===== config.mk =====
export PLATFORM = sky130hd
export DESIGN_NAME = hedios_action_scheduler_flat
export DESIGN_NICKNAME = d
export VERILOG_FILES = /design/src/rtl/hedios_action_scheduler_pkg.sv /design/src/rtl/hedios_action_scheduler_if.sv /design/src/rtl/hedios_rr_picker.sv /design/src/rtl/hedios_action_scheduler.sv /design/src/flat_wrapper.sv
export SDC_FILE = /design/constraint.sdc
export NUM_CORES = 1
export LEC_CHECK = 0
export ABC_CLOCK_PERIOD_IN_PS = 3200
export BUFFER_PORTS_ARGS = -buffer_cell sky130_fd_sc_hd__buf_2
export CORE_UTILIZATION = 58
export CTS_CLUSTER_SIZE = 30
export DETAILED_ROUTE_END_ITERATION = 8
export PLACE_DENSITY = 0.8
export SLEW_MARGIN = 20
export SYNTH_ARGS = -nofsm -noshare
export SYNTH_HDL_FRONTEND = slang
export SYNTH_SLANG_ARGS = --single-unit

===== constraint.sdc =====
create_clock -name clk -period 3.2 [get_ports clk]
set_input_delay 0.16 -clock clk [delete_from_list [all_inputs] [get_ports clk]]
set_output_delay 0.16 -clock clk [all_outputs]
set_load 0.03 [all_outputs]

===== src/rtl/hedios_action_scheduler_pkg.sv =====
// Shared types for the Hedios action scheduler.
// FSM state encoding and the id-width helper.
package hedios_sched_pkg;

    localparam int STATE_W = 3;

    typedef enum logic [STATE_W-1:0] {
        S_IDLE,
        S_ISSUE,
        S_EXEC,
        S_ACK,
        S_SETTLE
    } state_e;

    function automatic int id_w(input int n);
        return (n > 1) ? $clog2(n) : 1;
    endfunction

endpackage


===== src/rtl/hedios_action_scheduler_if.sv =====
// Command channel between the scheduler and the shared action executor.
// The scheduler is the master; the executor is the slave.
interface hedios_action_scheduler_if #(
    parameter int ID_W = 3
) ();

    logic            cmd_valid;
    logic            cmd_ready;
    logic [ID_W-1:0] cmd_id;
    logic            done;

    modport master (
        output cmd_valid,
        output cmd_id,
        input  cmd_ready,
        input  done
    );

    modport slave (
        input  cmd_valid,
        input  cmd_id,
        output cmd_ready,
        output done
    );

endinterface


===== src/rtl/hedios_rr_picker.sv =====
// Combinational round-robin picker.
// Searches upward from last_i+1 with wrap; first set request wins.
module hedios_rr_picker
    import hedios_sched_pkg::*;
#(
    parameter int ACTION_COUNT = 8
) (
    input  logic [ACTION_COUNT-1:0]         req_i,
    input  logic [id_w(ACTION_COUNT)-1:0]   last_i,
    output logic                            found_o,
    output logic [id_w(ACTION_COUNT)-1:0]   sel_o
);

    localparam int ID_W = id_w(ACTION_COUNT);

    logic [ID_W-1:0] cand;

    always_comb begin
        found_o = 1'b0;
        sel_o   = '0;
        cand    = '0;
        for (int i = 1; i <= ACTION_COUNT; i++) begin
            cand = ID_W'((int'(last_i) + i) % ACTION_COUNT);
            if (!found_o && req_i[cand]) begin
                found_o = 1'b1;
                sel_o   = cand;
            end
        end
    end

endmodule


===== src/rtl/hedios_action_scheduler.sv =====
// Round-robin scheduler draining handler action flags into one executor.
// Holds the service FSM, timeout counter, sticky error and ack register.
module hedios_action_scheduler
    import hedios_sched_pkg::*;
#(
    parameter int ACTION_COUNT = 8,
    parameter int TIMEOUT      = 1024,
    parameter int ID_W         = id_w(ACTION_COUNT)
) (
    input  logic                    clk,
    input  logic                    rst_n,
    input  logic                    enable,
    input  logic [ACTION_COUNT-1:0] pending,
    output logic [ACTION_COUNT-1:0] ack,
    hedios_action_scheduler_if.master cmd,
    output logic                    busy,
    output logic                    timeout_err,
    input  logic                    err_clr
);

    localparam int CNT_W = id_w(TIMEOUT + 1);
    localparam logic [CNT_W-1:0] CNT_LAST =
        (TIMEOUT > 0) ? CNT_W'(TIMEOUT - 1) : '0;

    state_e                  state_q, state_d;
    logic [ID_W-1:0]         id_q, id_d;
    logic [ID_W-1:0]         last_q, last_d;
    logic [CNT_W-1:0]        cnt_q, cnt_d;
    logic                    err_q, err_d;
    logic [ACTION_COUNT-1:0] ack_q, ack_d;

    logic                    found;
    logic [ID_W-1:0]         sel;
    logic                    to_hit;

    hedios_rr_picker #(
        .ACTION_COUNT(ACTION_COUNT)
    ) u_picker (
        .req_i   (pending),
        .last_i  (last_q),
        .found_o (found),
        .sel_o   (sel)
    );

    assign to_hit = (TIMEOUT > 0) && (cnt_q >= CNT_LAST);

    always_comb begin
        state_d = state_q;
        id_d    = id_q;
        last_d  = last_q;
        cnt_d   = cnt_q;
        err_d   = err_q;
        ack_d   = '0;
        if ((state_q == S_ISSUE || state_q == S_EXEC) && cnt_q != '1) begin
            cnt_d = cnt_q + CNT_W'(1);
        end
        unique case (state_q)
            S_IDLE: begin
                if (enable && found) begin
                    state_d = S_ISSUE;
                    id_d    = sel;
                    cnt_d   = '0;
                end
            end
            S_ISSUE: begin
                if (cmd.cmd_ready) state_d = S_EXEC;
            end
            S_EXEC: begin
                // done beats a same-cycle timeout
                if (cmd.done) begin
                    state_d   = S_ACK;
                    ack_d[id_q] = 1'b1;
                end else if (to_hit) begin
                    state_d   = S_ACK;
                    ack_d[id_q] = 1'b1;
                    err_d     = 1'b1;
                end
            end
            S_ACK: begin
                last_d  = id_q;
                state_d = S_SETTLE;
            end
            S_SETTLE: state_d = S_IDLE;
            default:  state_d = S_IDLE;
        endcase
        if (err_clr) err_d = 1'b0;
    end

    always_ff @(posedge clk or negedge rst_n) begin
        if (!rst_n) begin
            state_q <= S_IDLE;
            id_q    <= '0;
            last_q  <= ID_W'(ACTION_COUNT - 1);
            cnt_q   <= '0;
            err_q   <= 1'b0;
            ack_q   <= '0;
        end else begin
            state_q <= state_d;
            id_q    <= id_d;
            last_q  <= last_d;
            cnt_q   <= cnt_d;
            err_q   <= err_d;
            ack_q   <= ack_d;
        end
    end

    assign cmd.cmd_valid = (state_q == S_ISSUE);
    assign cmd.cmd_id    = id_q;
    assign busy          = (state_q != S_IDLE);
    assign ack           = ack_q;
    assign timeout_err   = err_q;

endmodule


===== src/flat_wrapper.sv =====
// flat-port wrapper written by rule: the top's interface ports become plain ports
module hedios_action_scheduler_flat import hedios_sched_pkg::*;
#(
    parameter int ACTION_COUNT = 8,
    parameter int TIMEOUT      = 1024,
    parameter int ID_W         = id_w(ACTION_COUNT)
)
  (clk, rst_n, enable, pending, ack, busy, timeout_err, err_clr, cmd_cmd_valid, cmd_cmd_id, cmd_cmd_ready, cmd_done);
  hedios_action_scheduler_if #(.ID_W(ID_W)) cmd_i ();
  input  logic clk;
  input  logic rst_n;
  input  logic enable;
  input  logic [ACTION_COUNT-1:0] pending;
  output logic [ACTION_COUNT-1:0] ack;
  output logic busy;
  output logic timeout_err;
  input  logic err_clr;
  output wire logic [$bits(cmd_i.cmd_valid)-1:0] cmd_cmd_valid;
  output wire logic [$bits(cmd_i.cmd_id)-1:0] cmd_cmd_id;
  input wire logic [$bits(cmd_i.cmd_ready)-1:0] cmd_cmd_ready;
  input wire logic [$bits(cmd_i.done)-1:0] cmd_done;
  assign cmd_cmd_valid = cmd_i.cmd_valid;
  assign cmd_cmd_id = cmd_i.cmd_id;
  assign cmd_i.cmd_ready = cmd_cmd_ready;
  assign cmd_i.done = cmd_done;
  hedios_action_scheduler #(.ACTION_COUNT(ACTION_COUNT), .TIMEOUT(TIMEOUT), .ID_W(ID_W)) u_core (.clk(clk), .rst_n(rst_n), .enable(enable), .pending(pending), .ack(ack), .cmd(cmd_i), .busy(busy), .timeout_err(timeout_err), .err_clr(err_clr));
endmodule

==> flow_summary.json <==
{
  "critPathMaxFanout": 11,
  "diodes": 0,
  "avgSynthCellArea_um2": 10.1,
  "clk_path_buf_depth": 2,
  "h-tree-depth": 2,
  "fin_tns_setup_ns": 0,
  "holdCritStartpoint": "err_clr",
  "fmax_mhz": 369,
  "netlist_instances": 214,
  "wl_met2_mm": 2.24,
  "maxSlewHeadroom_pct": 59.2,
  "clock-root-buffer": "clkbuf_8",
  "design.core.area_mm2": 0.00344,
  "path_cells": "inv_1 > ha_1 > mux4_2 > mux2_4 > a31oi_4 > a41o_2 > nor3_4 > buf_4 > nor2_2",
  "finalMaxSlewViolations": 0,
  "timing.hold.ws_ns": 0.0267,
  "routed-via-count": 1726,
  "dr.max_layer_used": "met4",
  "dp_hpwl_mm": 3.38,
  "placedCellCount": 282,
  "grt_max_degree": 30,
  "syn-num-nets": 231,
  "stdcell_area_mm2": 0.00241,
  "crit_slowest_cell": "dfstp_2",
  "setup-violations-final": 0,
  "clk_latency_ns": 0.28,
  "io_buffers": 27,
  "wl_met3_um": 245,
  "seq_area_frac_synth_pct": 33.7,
  "clkTransAtPathRegs_ns": 0.06,
  "syn_area_mm2": 0.00216,
  "leakage_nw": 1.06,
  "layout-drive-gt1-share_pct": 30.9,
  "path_class": "register to register",
  "area_growth_pct": 11.7,
  "firstDrtPassIters": 4,
  "rsz0062_at_grt": "false",
  "overflow": 0,
  "reg2reg_depth": 9,
  "status": "completed",
  "cp-start-kind": "register",
  "grt_usage_pct": 25.8,
  "cts_buffers": 5,
  "cts_tree": "done",
  "cts.sinks": 29,
  "power_density_mw_per_mm2": 1030,
  "tightest_slew_ns": 0.613,
  "die_w_um": 63.1,
  "rows": 21,
  "start_util_pct": 62.8,
  "post_cts_resized": 0,
  "drc": 0,
  "dpl_cell_area_mm2": 0.00231,
  "layout_setup_ws_ns": 0.493,
  "hp-class": "input pin to register",
  "fillers": 272,
  "wl_met1_mm": 2.12,
  "drt_iter0_drc": 151,
  "grt_pass1_vias": 1701,
  "grt_pass1_wl_mm": 7.98,
  "ys.flop_type": "dfrtp_1",
  "final_antenna_net_count": 0,
  "cp_slowest_stage_delay_ns": 0.53,
  "cp.required_ns": 3.41,
  "reg2reg_from": "u_core.last_q[0]$_DFFE_PN1N_",
  "synth.distinct_cells": 52,
  "min_path_cells": 2,
  "place.gp.congestion": 0.889,
  "post-route-util_pct": 70.2,
  "end_kind": "register",
  "finalClockSkew_ns": 0.00533,
  "reg2reg_to": "u_core.cnt_q[9]$_DFF_PN0_",
  "vias_per_cell": 5.91,
  "fin_cells": 292,
  "worst_ep_arrival_time_ns": 2.92,
  "period_share_pct": 84.6,
  "wl_per_cell_um": 15.9,
  "whs_endpoint": "u_core.timeout_err$_DFFE_PN0P_",
  "vdd.ir_drop.worst_mv": 0.410,
  "antenna_found_initial": 0,
  "synthArstFlopShare_pct": 100,
  "synth-edff-count": 0,
  "cap_viol_max_count": 0,
  "io_pins": 28,
  "post-route-min-period_ns": 2.71,
  "yosysWarnings": 0,
  "synth_seq_cells": 29,
  "preCtsSetupSlack_ns": 0.144,
  "nets": 262,
  "die-area_mm2": 0.00398,
  "p_total_mw": 2.49,
  "rrSetupSlack_ns": 0.49,
  "hold_viol_final": 0,
  "die_h_um": 63.1,
  "drt_wl_total_mm": 4.64
}
==> where the power goes <==
group | switching, mW | internal, mW
Combinational | 0.900 | 0.708
Clock | 0.137 | 0.149
Sequential | 0.135 | 0.456
==> area by class of cell <==
class                   count  area [µm²]  area share [%]
clock buffers               5        68.8            2.85
multi-input cells         166        1320            54.7
clock inverters             3        17.5           0.725
well taps                  46        57.6            2.38
inverters                  10        37.5            1.55
flip-flops and latches     29         729            30.2
repair buffers             33         183            7.56
==> sequential cells by signal, summed over array words and instances, names as in the netlist <==
name / cells
u_core.timeout_err: 1
u_core.state_q: 3
u_core.cnt_q: 11
u_core.last_q: 3
u_core.ack: 8
u_core.cmd.cmd_id: 3
==> Yosys cell counts, types with 2 or more instances <==
| cell | n | area, µm² |
|---|---|---|
| a22oi_1 | 2 | 15.0 |
| o21ai_0 | 7 | 35.0 |
| mux4_2 | 9 | 203 |
| nand2b_1 | 9 | 56.3 |
| nand3_1 | 6 | 30.0 |
| buf_2 | 2 | 10.0 |
| dfstp_2 | 3 | 78.8 |
| nor3_1 | 6 | 30.0 |
| nand3b_1 | 4 | 30.0 |
| buf_6 | 4 | 45.0 |
| nand2_1 | 17 | 63.8 |
| mux2_2 | 5 | 56.3 |
| inv_1 | 10 | 37.5 |
| nor2_1 | 15 | 56.3 |
| a31oi_1 | 4 | 25.0 |
| buf_4 | 2 | 15.0 |
| a21oi_1 | 12 | 60.1 |
| mux4_1 | 2 | 52.6 |
| xor2_1 | 8 | 70.1 |
| nand4_1 | 4 | 25.0 |
| nor2_2 | 8 | 50.1 |
| or3_1 | 3 | 18.8 |
| a21oi_2 | 2 | 17.5 |
| xnor2_1 | 4 | 35.0 |
| nor2b_1 | 2 | 12.5 |
| nor3b_1 | 2 | 15.0 |
| dfrtp_1 | 26 | 651 |
| ha_1 | 3 | 37.5 |
| mux2i_1 | 10 | 100 |
==> critical path, delay by kind of cell, from the launching register on <==
family	cells	cell delay (ns)
adder cells (fa/ha/maj)	1	0.41
AO/OA/AOI/OAI	2	0.48
multiplexers	2	0.72
AND/OR/NAND/NOR	2	0.19
flip-flops	1	0.53
buffers and inverters	2	0.30
==> per-layer routing <==
metal	up-vias	track usage, %
li1	842	-
met1	828	35.2
met5	-	0
met2	50	40.5
met3	6	6.70
met4	0	7.56
==> kinds of logic (layout without fill, tap and decap cells) <==
| kind of cell | count (synthesis) | in the layout | share of synthesized area, % |
|---|---|---|---|
| AOI/OAI and AO/OA | 41 | 41 | 13.9 |
| xor gates and xnor gates | 12 | 12 | 4.86 |
| muxes | 27 | 27 | 19.7 |
| DFF | 29 | 29 | 33.7 |
| and+or+nand+nor | 83 | 83 | 20.9 |
| buffers and inverters | 19 | 51 | 5.15 |
| adders and majority gates | 3 | 3 | 1.74 |
==> worst max-delay path by stage <==
stage                                 startpoint                               end  slack, ns  depth (start not counted)
floorplan           u_core.last_q[0]$_DFFE_PN1N_  u_core.cmd.cmd_id[0]$_DFFE_PN0P_       0.42                         11
global placement    u_core.last_q[0]$_DFFE_PN1N_  u_core.cmd.cmd_id[1]$_DFFE_PN0P_       0.27                          9
detailed placement  u_core.last_q[0]$_DFFE_PN1N_  u_core.cmd.cmd_id[0]$_DFFE_PN0P_       0.14                          9
CTS                 u_core.last_q[0]$_DFFE_PN1N_  u_core.cmd.cmd_id[0]$_DFFE_PN0P_       0.13                          9
global route        u_core.last_q[0]$_DFFE_PN1N_  u_core.cmd.cmd_id[1]$_DFFE_PN0P_       0.35                          9
finish              u_core.last_q[0]$_DFFE_PN1N_         u_core.cnt_q[9]$_DFF_PN0_       0.49                          9
==> cell usage in the layout (no fill, tap or decap), types with 6 or more instances in the layout <==
| cell | instances |
|---|---|
| a21oi_1 | 12 |
| buf_2 | 27 |
| dfrtp_1 | 26 |
| inv_1 | 10 |
| mux2i_1 | 10 |
| mux4_2 | 9 |
| nand2_1 | 17 |
| nand2b_1 | 9 |
| nand3_1 | 6 |
| nor2_1 | 15 |
| nor2_2 | 8 |
| nor3_1 | 6 |
| o21ai_0 | 7 |
| xor2_1 | 8 |
==> repair_timing <==
action                                 in CTS  in global routing
setup buffers                               0                  1
hold buffers                                1                  0
endpoints found under the hold margin      26                  0
setup endpoints to repair                   0                  1
Note: power is estimated with default switching activity, not from simulation.
